$ cat src/rtl/i2s_playback_apb_mc.sv
// i2s_playback_apb_mc: APB playback front-end for the I2S output path.
// Accepts signed PCM samples via APB register writes (CPU or DMA), applies
// per-channel volume/mute, assembles CHANNELS-wide frames and buffers them in
// a show-ahead frame FIFO. Frames leave on a valid/ready stream in clk domain.
// Optional build macro: I2S_PLAYBACK_STATS_EN adds saturating underrun and
// overflow event counters at 0x10 / 0x14.
module i2s_playback_apb_mc #(
    parameter int CHANNELS   = 2,
    parameter int SAMPLE_W   = 16,
    parameter int FIFO_DEPTH = 16,
    parameter int LW         = $clog2(FIFO_DEPTH) + 1
) (
    input  logic                         clk,
    input  logic                         reset_n,
    input  logic [5:0]                   paddr,
    input  logic                         psel,
    input  logic                         penable,
    input  logic                         pwrite,
    input  logic [31:0]                  pwdata,
    output logic [31:0]                  prdata,
    output logic                         pready,
    output logic [CHANNELS*SAMPLE_W-1:0] out_data,
    output logic                         out_valid,
    input  logic                         out_ready,
    output logic                         dma_req,
    input  logic                         dma_ack,
    output logic                         dma_enable
);

    localparam int CW = (CHANNELS > 1) ? $clog2(CHANNELS) : 1;
    localparam int FW = CHANNELS * SAMPLE_W;
    localparam int AW = $clog2(FIFO_DEPTH);

    // ------------------------------------------------------------------
    // APB decode
    // ------------------------------------------------------------------
    logic setup_rd, wr_commit;
    logic data_wr, ctrl_wr, wm_wr;
    logic fifo_clear, sticky_clear;
    logic unused_pwdata;

    assign pready       = 1'b1;
    assign setup_rd     = psel & ~penable & ~pwrite;
    assign wr_commit    = psel & penable & pwrite;
    assign data_wr      = wr_commit & (paddr == 6'h00);
    assign ctrl_wr      = wr_commit & (paddr == 6'h08);
    assign wm_wr        = wr_commit & (paddr == 6'h0C);
    assign fifo_clear   = ctrl_wr & pwdata[0];
    assign sticky_clear = ctrl_wr & pwdata[2];
    assign unused_pwdata = ^pwdata;

    // ------------------------------------------------------------------
    // State
    // ------------------------------------------------------------------
    logic [CW-1:0]       chan_ptr_reg;
    logic [LW-1:0]       wr_ptr_reg, rd_ptr_reg;
    logic [LW-1:0]       wm_reg;
    logic                dma_en_reg;
    logic                dma_req_reg;
    logic                underrun_reg, overflow_reg;
    logic [3:0]          vol_att_reg  [CHANNELS];
    logic                vol_mute_reg [CHANNELS];
    logic [SAMPLE_W-1:0] slot_reg     [CHANNELS];
    logic [FW-1:0]       fifo_mem     [FIFO_DEPTH];

    assign dma_enable = dma_en_reg;
    assign dma_req    = dma_req_reg;

    // ------------------------------------------------------------------
    // Volume scaling of the incoming sample for the current channel
    // ------------------------------------------------------------------
    logic [3:0]                cur_att;
    logic                      cur_mute;
    logic [2:0]                shift;
    logic [3:0]                shift2;
    logic signed [SAMPLE_W:0]  s_ext, term_a, term_b, y_full;
    logic [SAMPLE_W-1:0]       y;

    assign cur_att  = vol_att_reg[chan_ptr_reg];
    assign cur_mute = vol_mute_reg[chan_ptr_reg];
    assign shift    = cur_att[3:1];
    assign shift2   = {1'b0, shift} + 4'd2;
    assign s_ext    = {pwdata[SAMPLE_W-1], pwdata[SAMPLE_W-1:0]};

    // Attenuation: s/2^k minus an optional extra quarter step, one guard bit
    always_comb begin
        term_a = s_ext >>> shift;
        term_b = '0;
        if (cur_att[0]) begin
            term_b = s_ext >>> shift2;
        end
        y_full = term_a - term_b;
        y      = cur_mute ? '0 : y_full[SAMPLE_W-1:0];
    end

    // ------------------------------------------------------------------
    // Frame assembly: the last channel's sample bypasses its slot register
    // so the frame is pushed on the same write.
    // ------------------------------------------------------------------
    logic [FW-1:0] frame_word;
    logic          last_slot;

    assign last_slot = (chan_ptr_reg == CW'(CHANNELS - 1));

    generate
        for (genvar gi = 0; gi < CHANNELS; gi++) begin : g_chan
            if (gi == CHANNELS - 1) begin : g_last
                assign frame_word[gi*SAMPLE_W +: SAMPLE_W] = y;
            end else begin : g_slot
                assign frame_word[gi*SAMPLE_W +: SAMPLE_W] = slot_reg[gi];
            end

            // Per-channel volume register and sample slot
            always_ff @(posedge clk or negedge reset_n) begin
                if (!reset_n) begin
                    vol_att_reg[gi]  <= '0;
                    vol_mute_reg[gi] <= 1'b0;
                    slot_reg[gi]     <= '0;
                end else begin
                    if (wr_commit && paddr == 6'(32 + 4 * gi)) begin
                        vol_att_reg[gi]  <= pwdata[3:0];
                        vol_mute_reg[gi] <= pwdata[8];
                    end
                    if (data_wr && chan_ptr_reg == CW'(gi)) begin
                        slot_reg[gi] <= y;
                    end
                end
            end
        end
    endgenerate

    // ------------------------------------------------------------------
    // FIFO bookkeeping
    // ------------------------------------------------------------------
    logic [LW-1:0] level;
    logic          empty, full;
    logic          frame_push, pop, push_ok, drop, underrun_evt;

    assign level        = wr_ptr_reg - rd_ptr_reg;
    assign empty        = (level == '0);
    assign full         = (level == LW'(FIFO_DEPTH));
    assign frame_push   = data_wr & last_slot;
    assign pop          = ~empty & out_ready;
    // A pop in the same cycle frees the slot, so a push at full still lands
    assign push_ok      = frame_push & (~full | pop);
    assign drop         = frame_push & full & ~pop;
    assign underrun_evt = out_ready & empty;

    assign out_valid = ~empty;
    assign out_data  = empty ? '0 : fifo_mem[rd_ptr_reg[AW-1:0]];

    // Frame storage write port (no reset on the array)
    always_ff @(posedge clk) begin
        if (push_ok && !fifo_clear) begin
            fifo_mem[wr_ptr_reg[AW-1:0]] <= frame_word;
        end
    end

    // Pointers and channel pointer; clear overrides push/pop
    always_ff @(posedge clk or negedge reset_n) begin
        if (!reset_n) begin
            wr_ptr_reg   <= '0;
            rd_ptr_reg   <= '0;
            chan_ptr_reg <= '0;
        end else if (fifo_clear) begin
            wr_ptr_reg   <= '0;
            rd_ptr_reg   <= '0;
            chan_ptr_reg <= '0;
        end else begin
            if (push_ok) begin
                wr_ptr_reg <= wr_ptr_reg + LW'(1);
            end
            if (pop) begin
                rd_ptr_reg <= rd_ptr_reg + LW'(1);
            end
            if (data_wr) begin
                chan_ptr_reg <= last_slot ? '0 : chan_ptr_reg + CW'(1);
            end
        end
    end

    // Control, watermark, sticky status and DMA request registers
    always_ff @(posedge clk or negedge reset_n) begin
        if (!reset_n) begin
            dma_en_reg   <= 1'b0;
            wm_reg       <= '0;
            underrun_reg <= 1'b0;
            overflow_reg <= 1'b0;
            dma_req_reg  <= 1'b0;
        end else begin
            if (ctrl_wr) begin
                dma_en_reg <= pwdata[1];
            end
            if (wm_wr) begin
                wm_reg <= pwdata[LW-1:0];
            end
            // A new event in the clear cycle keeps the sticky bit set
            underrun_reg <= underrun_evt | (underrun_reg & ~sticky_clear);
            overflow_reg <= drop | (overflow_reg & ~sticky_clear);
            dma_req_reg  <= dma_ack ? 1'b0 : (dma_en_reg & (level < wm_reg) & ~full);
        end
    end

`ifdef I2S_PLAYBACK_STATS_EN
    logic [15:0] underrun_cnt_reg, overflow_cnt_reg;
    logic        cnt_clear;

    assign cnt_clear = sticky_clear | fifo_clear;

    // Saturating event counters; an event in the clear cycle counts as one
    always_ff @(posedge clk or negedge reset_n) begin
        if (!reset_n) begin
            underrun_cnt_reg <= '0;
            overflow_cnt_reg <= '0;
        end else begin
            if (cnt_clear) begin
                underrun_cnt_reg <= {15'd0, underrun_evt};
                overflow_cnt_reg <= {15'd0, drop};
            end else begin
                if (underrun_evt && underrun_cnt_reg != 16'hFFFF) begin
                    underrun_cnt_reg <= underrun_cnt_reg + 16'd1;
                end
                if (drop && overflow_cnt_reg != 16'hFFFF) begin
                    overflow_cnt_reg <= overflow_cnt_reg + 16'd1;
                end
            end
        end
    end
`endif

    // ------------------------------------------------------------------
    // Read mux
    // ------------------------------------------------------------------
    logic [7:0]  level_byte;
    logic [2:0]  chan_bits;
    logic [31:0] rd_mux;

    // Zero-extend / fit level and channel pointer into their status fields
    always_comb begin
        level_byte = '0;
        chan_bits  = '0;
        for (int i = 0; i < LW && i < 8; i++) begin
            level_byte[i] = level[i];
        end
        for (int i = 0; i < CW && i < 3; i++) begin
            chan_bits[i] = chan_ptr_reg[i];
        end
    end

    // Register read data selection
    always_comb begin
        rd_mux = '0;
        case (paddr)
            6'h04: rd_mux = {13'd0, chan_bits, level_byte, 2'b00, overflow_reg,
                             underrun_reg, dma_req_reg, dma_en_reg, full, empty};
            6'h08: rd_mux = {30'd0, dma_en_reg, 1'b0};
            6'h0C: rd_mux = 32'(wm_reg);
`ifdef I2S_PLAYBACK_STATS_EN
            6'h10: rd_mux = {16'd0, underrun_cnt_reg};
            6'h14: rd_mux = {16'd0, overflow_cnt_reg};
`endif
            default: rd_mux = '0;
        endcase
        for (int c = 0; c < CHANNELS; c++) begin
            if (paddr == 6'(32 + 4 * c)) begin
                rd_mux = {23'd0, vol_mute_reg[c], 4'd0, vol_att_reg[c]};
            end
        end
    end

    // Read data is captured in the setup phase and held
    always_ff @(posedge clk or negedge reset_n) begin
        if (!reset_n) begin
            prdata <= '0;
        end else if (setup_rd) begin
            prdata <= rd_mux;
        end
    end

endmodule

$ cat config.mk
export PLATFORM = sky130hd
export DESIGN_NAME = i2s_playback_apb_mc
export DESIGN_NICKNAME = d
export VERILOG_FILES = /design/src/rtl/i2s_playback_apb_mc.sv
export SDC_FILE = /design/constraint.sdc
export NUM_CORES = 1
export LEC_CHECK = 0
export CORE_MARGIN = 1.5
export CORE_UTILIZATION = 30
export DETAILED_ROUTE_END_ITERATION = 7
export DONT_BUFFER_PORTS = 1
export SLEW_MARGIN = 20
export SYNTH_ARGS = -nofsm -noshare
export SYNTH_HDL_FRONTEND = slang
export SYNTH_SLANG_ARGS = --single-unit
$ cat constraint.sdc
create_clock -name clk -period 7.7 [get_ports clk]
set_clock_uncertainty 0.1 [all_clocks]
set_input_delay 1.54 -clock clk [delete_from_list [all_inputs] [get_ports clk]]
set_output_delay 1.54 -clock clk [all_outputs]
set_load 0.02 [all_outputs]
Word-level counts from Yosys, hierarchy flattened
Memory sizes are Yosys's and may differ from the RTL's.
Cells that the tools add are included.

storage, ports and cells
  input port bits = 45
  bits in registers = 78
  logic and storage cells = 93
  memories = 1
  RAM bits = 512
  output and inout port bits = 68

cells by class
  shift operators = 2
  bitwise gates (word level) = 30
  $lt $le $gt $ge = 2
  reductions and logical operators = 10
  equality and inequality tests = 6
  mux-type cells = 22
  add/subtract/negate cells = 6

memories
  memory    depth  bits a word  read ports  clocked after Yosys merged registers in  wr ports  line  source
  fifo_mem  16     32           1           0                                        1         64    logic [FW-1:0] fifo_mem [FIFO_DEPTH];

operator list
  operator                                                         number
  32-bit 2-to-1 mux                                                3
  17-bit one-hot mux with 3 select lines                           1
  16-bit 2-to-1 mux                                                2
  5-bit 2-to-1 mux                                                 4
  1-bit AND                                                        19
  16-bit by 3-bit >>> shifter with 16-bit output                   1
  16-bit by 4-bit >>> shifter with 16-bit output                   1
  16-bit subtractor                                                1
  6-bit by 4-bit == test with 1-bit output, second input constant  2
  6-bit == test, second input constant                             2
  4-bit 2-to-1 mux                                                 3
  5-bit by 1-bit adder with 5-bit output, second input constant    2
  1-bit 2-to-1 mux                                                 9
  1-bit inverter                                                   7
  6-bit by 3-bit == test with 1-bit output, second input constant  1
  6-bit logical NOT                                                1
  2-bit nonzero test                                               3
  5-bit == test, second input constant                             1
  5-bit logical NOT                                                1
  5-bit less-than comparator                                       1
  5-bit subtractor                                                 1
  3-bit by 2-bit adder with 4-bit output, second input constant    1
  1-bit logical AND                                                4
  1-bit OR                                                         3
  4 further kinds                                                  4

Logic depth before layout (Yosys ltp)
  word-level depth = 9
  gate-level depth with buffers = 22
  mapped depth without buffers = 17

Worst setup path after synthesis
Ideal clock, no wire load.

  kind = register to register
  start = register rd_ptr_reg[2]
  end = memory fifo_mem[7][0] in the netlist's numbering, enable pin
  period minus slack after synthesis = 6.152 ns
  data required time = 7.098 ns
  path buffers = 3
  library setup time = 0.502 ns
  path slack = 1.548 ns
  data arrival time = 5.550 ns
  cell stages (with the launch flop) = 13
  cell sequence = dfrtp_1 buf_2 buf_1 inv_2 buf_2 ha_1 a21o_1 a21oi_2 xor2_2 inv_2 o211ai_2 nand3_4 nor4_1

on the way
  cells in the longest elaborated chain, start to end = 9
  elaborated cells between the ends (all ways) = 11
  those cells by class = add/sub (1); eq/ne (1); mux (2); bitwise (5); reduce/logical (2)

RTL lines
  element                                     line  source
  from (decl)                                 56    logic [LW-1:0] wr_ptr_reg, rd_ptr_reg;
  from (signal assigned)                      174   rd_ptr_reg <= rd_ptr_reg + LW'(1);
  5-bit subtractor (*)                        139   assign level = wr_ptr_reg - rd_ptr_reg;
  5-bit logical NOT                           140   assign empty = (level == '0);
  1-bit inverter                              143   assign pop = ~empty & out_ready;
  1-bit AND                                   143
  1-bit OR (*)                                145   assign push_ok = frame_push & (~full | pop);
  1-bit AND (*)                               145
  1-bit logical AND (*)                       154   if (push_ok && !fifo_clear) begin
  1-bit 2-to-1 mux (*)                        154
  1-bit 2-to-1 mux (implied by the code) (*)  155   fifo_mem[wr_ptr_reg[AW-1:0]] <= frame_word;
  to (decl)                                   64

Every way passes the cells marked *; elsewhere a longest branch is shown, timed or not.

Worst setup path in the final report
  start = register rd_ptr_reg[1]
  end = output out_data[27]

on the way
  cells in the longest elaborated chain, start to end = 3
  elaborated cells between the ends (all ways) = 4
  those cells by class = add/sub (1); mux (1); reduce/logical (1); memory (1)

RTL lines
  element                line  source
  5-bit subtractor       139
  5-bit logical NOT      140
  32-bit 2-to-1 mux (*)  150   assign out_data = empty ? '0 : fifo_mem[rd_ptr_reg[AW-1:0]];
  to (decl)              22    output logic [CHANNELS*SAMPLE_W-1:0] out_data,

Marks and branches as above.

==> impl_results.md <==
- Initial antenna violation count: 1
- P&R area growth vs syn: 12.2%
- Final Cycle Share: between 80% and 90%
- Top_reg_cell synth: edfxtp_1
- Final hold vios: 0
- Seq cells post-synth: 570
- RSZ-0062 raised after global routing: false
- Antenna Cells: 0
- Die Width: 290 um
- Routed WL: 58,200 um
- Syn Area/Cell: between 15 and 20 sq um
- # fillers: approximately 7,800
- Fmax achieved: between 150 and 200 MHz
- Vias in the first global route: approximately 14,000
- Crit-path max FO: 53
- CP max stage delay: around 920 ps
- Crit Path Class: flip-flop to output pin
- Fin area: between 20,000 and 30,000 sq um
- Largest net degree at the start of global routing: 106
- GRT Total Usage: around 14%
- Hold WC Path Type: flip-flop to flip-flop
- Arrival time at the worst endpoint: 4600 ps
- Worst-path clk slew: approximately 60 ps
- Yosys warning count: 0
- Leakage: 9.40 nW
- Setup TNS: 0 ps
- Crit-path cells: inv_1 -> fa_1 -> xnor2_1 -> nand3b_1 -> nor4b_1 -> o21a_2 -> buf_4 -> a211oi_1 -> buf_4
- First drt pass iteration count: 5
- Post-synth EDFFs: slightly above 500
- Most used cell, CP: buf_4
- Slowest cell on crit path: dfrtp_4
- Sequential area share after synthesis: 68.0%
- Starting Density: ~30%
- Post-CTS resize count: 0
- TritonCTS Buffers: 56
- Via/cell ratio: 5.06
- Die area: ~84,000 sq um
- WL per Instance: around 22 um
- Maximum VDD drop: 0.000288 V
- Max FFs per register: about 510
- H-tree levels: 2
- Cell Pwr Density: 326 nW/um^2
- Cell Rows: 105
- PortBufs: 0
- Hold-fix buffers at CTS: 0
- Mapped Cells: 1,508
- Floorplan core area: approximately 80,000 sq um
- IO Pins: 113
- Most frequent cells in the layout: edfxtp_1 (512), nand2_1 (195), mux4_2 (134), clkbuf_16 (56), dfrtp_1 (54)
- CTS root buf: clkbuf_16
- Final Max Slew Viols: 0
- Layout cells sized above 1: about a fifth
- Post-DP HPWL: around 34,000 um
- DRC violation count after routing: 0
- Drt first-iter violations: between 1,000 and 1,500
- Post-route minimum period: approximately 6200 ps
- Data required time at the worst endpoint: slightly above 6000 ps
- Setup Fix Bufs, Post-CTS: 0
- TritonCTS clock tree: done
- CTS sink count: 570
- Post-DP Area: 25,900 sq um
- Total number of vias: ~13,000
- RePlAce Congestion: a little over 0.8
- Run status: complete, no violations
- Global-route wire length before repair: around 87,000 um
- NumNets Final: 1,591
- Slew HR: around 27%
- Synthesized cell area: 24,700 sq um
- Die Y: just under 300 um
- Final setup fails: 0
- Critical path capture point type: output pin
- Ys async rst share: roughly a tenth
- Latest clock arrival within the worst-skew pair: between 600 and 700 ps
- Tightest Pin Transition: roughly 1100 ps
- Gr ovfl total: 0
- Unique masters post-synth: 66
- Commonest non-fill, non-tap cell in the layout: edfxtp_1
- Max Cap Viol: 0
- CP startpoint kind: flip-flop
- Worst path top cell family by delay: buffers and inverters
- Remaining antenna violation count: 0
- CTS Buffer Depth: 3
- Worst Path Buf+Inv: 3
final timing paths:
kind                                    start                to  slack, ps  depth (start not counted)
worst max-delay path            rd_ptr_reg[1]      out_data[27]       1460                          9
worst min-delay path             underrun_reg      underrun_reg        400                          2
worst max register to register   chan_ptr_reg  fifo_mem[13][30]       1850                         15
worst min register to register   underrun_reg      underrun_reg        400                          2
max in group asynchronous             reset_n     rd_ptr_reg[0]       6840                          0
min in group asynchronous             reset_n     frame_word[0]        510                          0
cell families after synthesis:
family,Yosys count,synth area share [%]
buf+inv,125,2.52
mux,210,15.5
other cells,2,0.0303
simple gates,373,7.03
fa+ha+maj,32,1.68
compound gates,179,4.66
flops,570,68.0
xor+xnor,17,0.632
synthesized netlist by cell type (3+ instances only):
cell / count / share of area [%]
ha_1: 30 / 1.5
and4_1: 4 / 0.14
nand2_1: 195 / 3.0
clkbuf_1: 40 / 0.61
nand2b_1: 9 / 0.23
dfrtp_1: 58 / 5.9
inv_1: 19 / 0.29
mux2_2: 30 / 1.4
buf_2: 26 / 0.53
xor2_1: 4 / 0.14
buf_1: 9 / 0.14
nor2_1: 57 / 0.86
xnor2_1: 12 / 0.42
and3_1: 50 / 1.3
nand3_1: 12 / 0.24
a211oi_1: 38 / 1.2
nor3_1: 6 / 0.12
edfxtp_1: 512 / 62
or3_1: 5 / 0.13
and2_1: 11 / 0.28
a21oi_1: 38 / 0.77
a31oi_1: 6 / 0.15
a21o_1: 7 / 0.21
nor2b_1: 6 / 0.15
buf_4: 25 / 0.76
mux4_2: 134 / 12
o211ai_1: 5 / 0.15
o21ai_0: 47 / 0.95
inv_2: 3 / 0.045
mux2i_1: 45 / 1.8
o31ai_1: 19 / 0.58
through the flow:
stage / utilization (%) / power (mW) / setup WS (ps) / cells / hold slack [ps]
2_1_floorplan: - / 5.65 / 1550 / 1527 / 348
3_3_place_gp: 31.7 / 6.40 / 1830 / 2526 / 379
3_5_place_dp: 31.7 / 6.44 / 1640 / 2526 / 382
4_1_cts: 33.9 / 9.17 / 1370 / 2625 / 402
5_1_grt: 33.9 / 9.46 / 1150 / 2625 / 440
6_report: 33.9 / 9.04 / 1460 / 2625 / 403
tightest hold or removal path: stages, from the launching register on:
cell,delay [ps]
dfrtp_1,350
nand2_1,50
o21ai_0,70
layout make-up:
class	instances	area, sq um	share of cell area, %
tap	1070	1340	4.82
timing repair buffer	32	253	0.910
clock buffer	78	1520	5.49
clock inverter	21	310	1.12
multi-input combinational	832	7430	26.8
sequential	570	16800	60.6
inverter	22	82.6	0.297
layer usage:
metal / share of wire (%) / vias up / track usage, %
li1: - / 5879 / -
met1: 44 / 6879 / 19.1
met2: 46 / 449 / 21.2
met3: 7.9 / 84 / 3.82
met4: 2.0 / 2 / 3.32
met5: 0.022 / - / 0
report_power, final:
part           leakage [nW]  internal (mW)  switching [mW]
sequential             5.51           3.53           0.185
combinational          3.01           1.08            1.51
clock                 0.876           1.58            1.15
(Power assumes the default switching activity.)
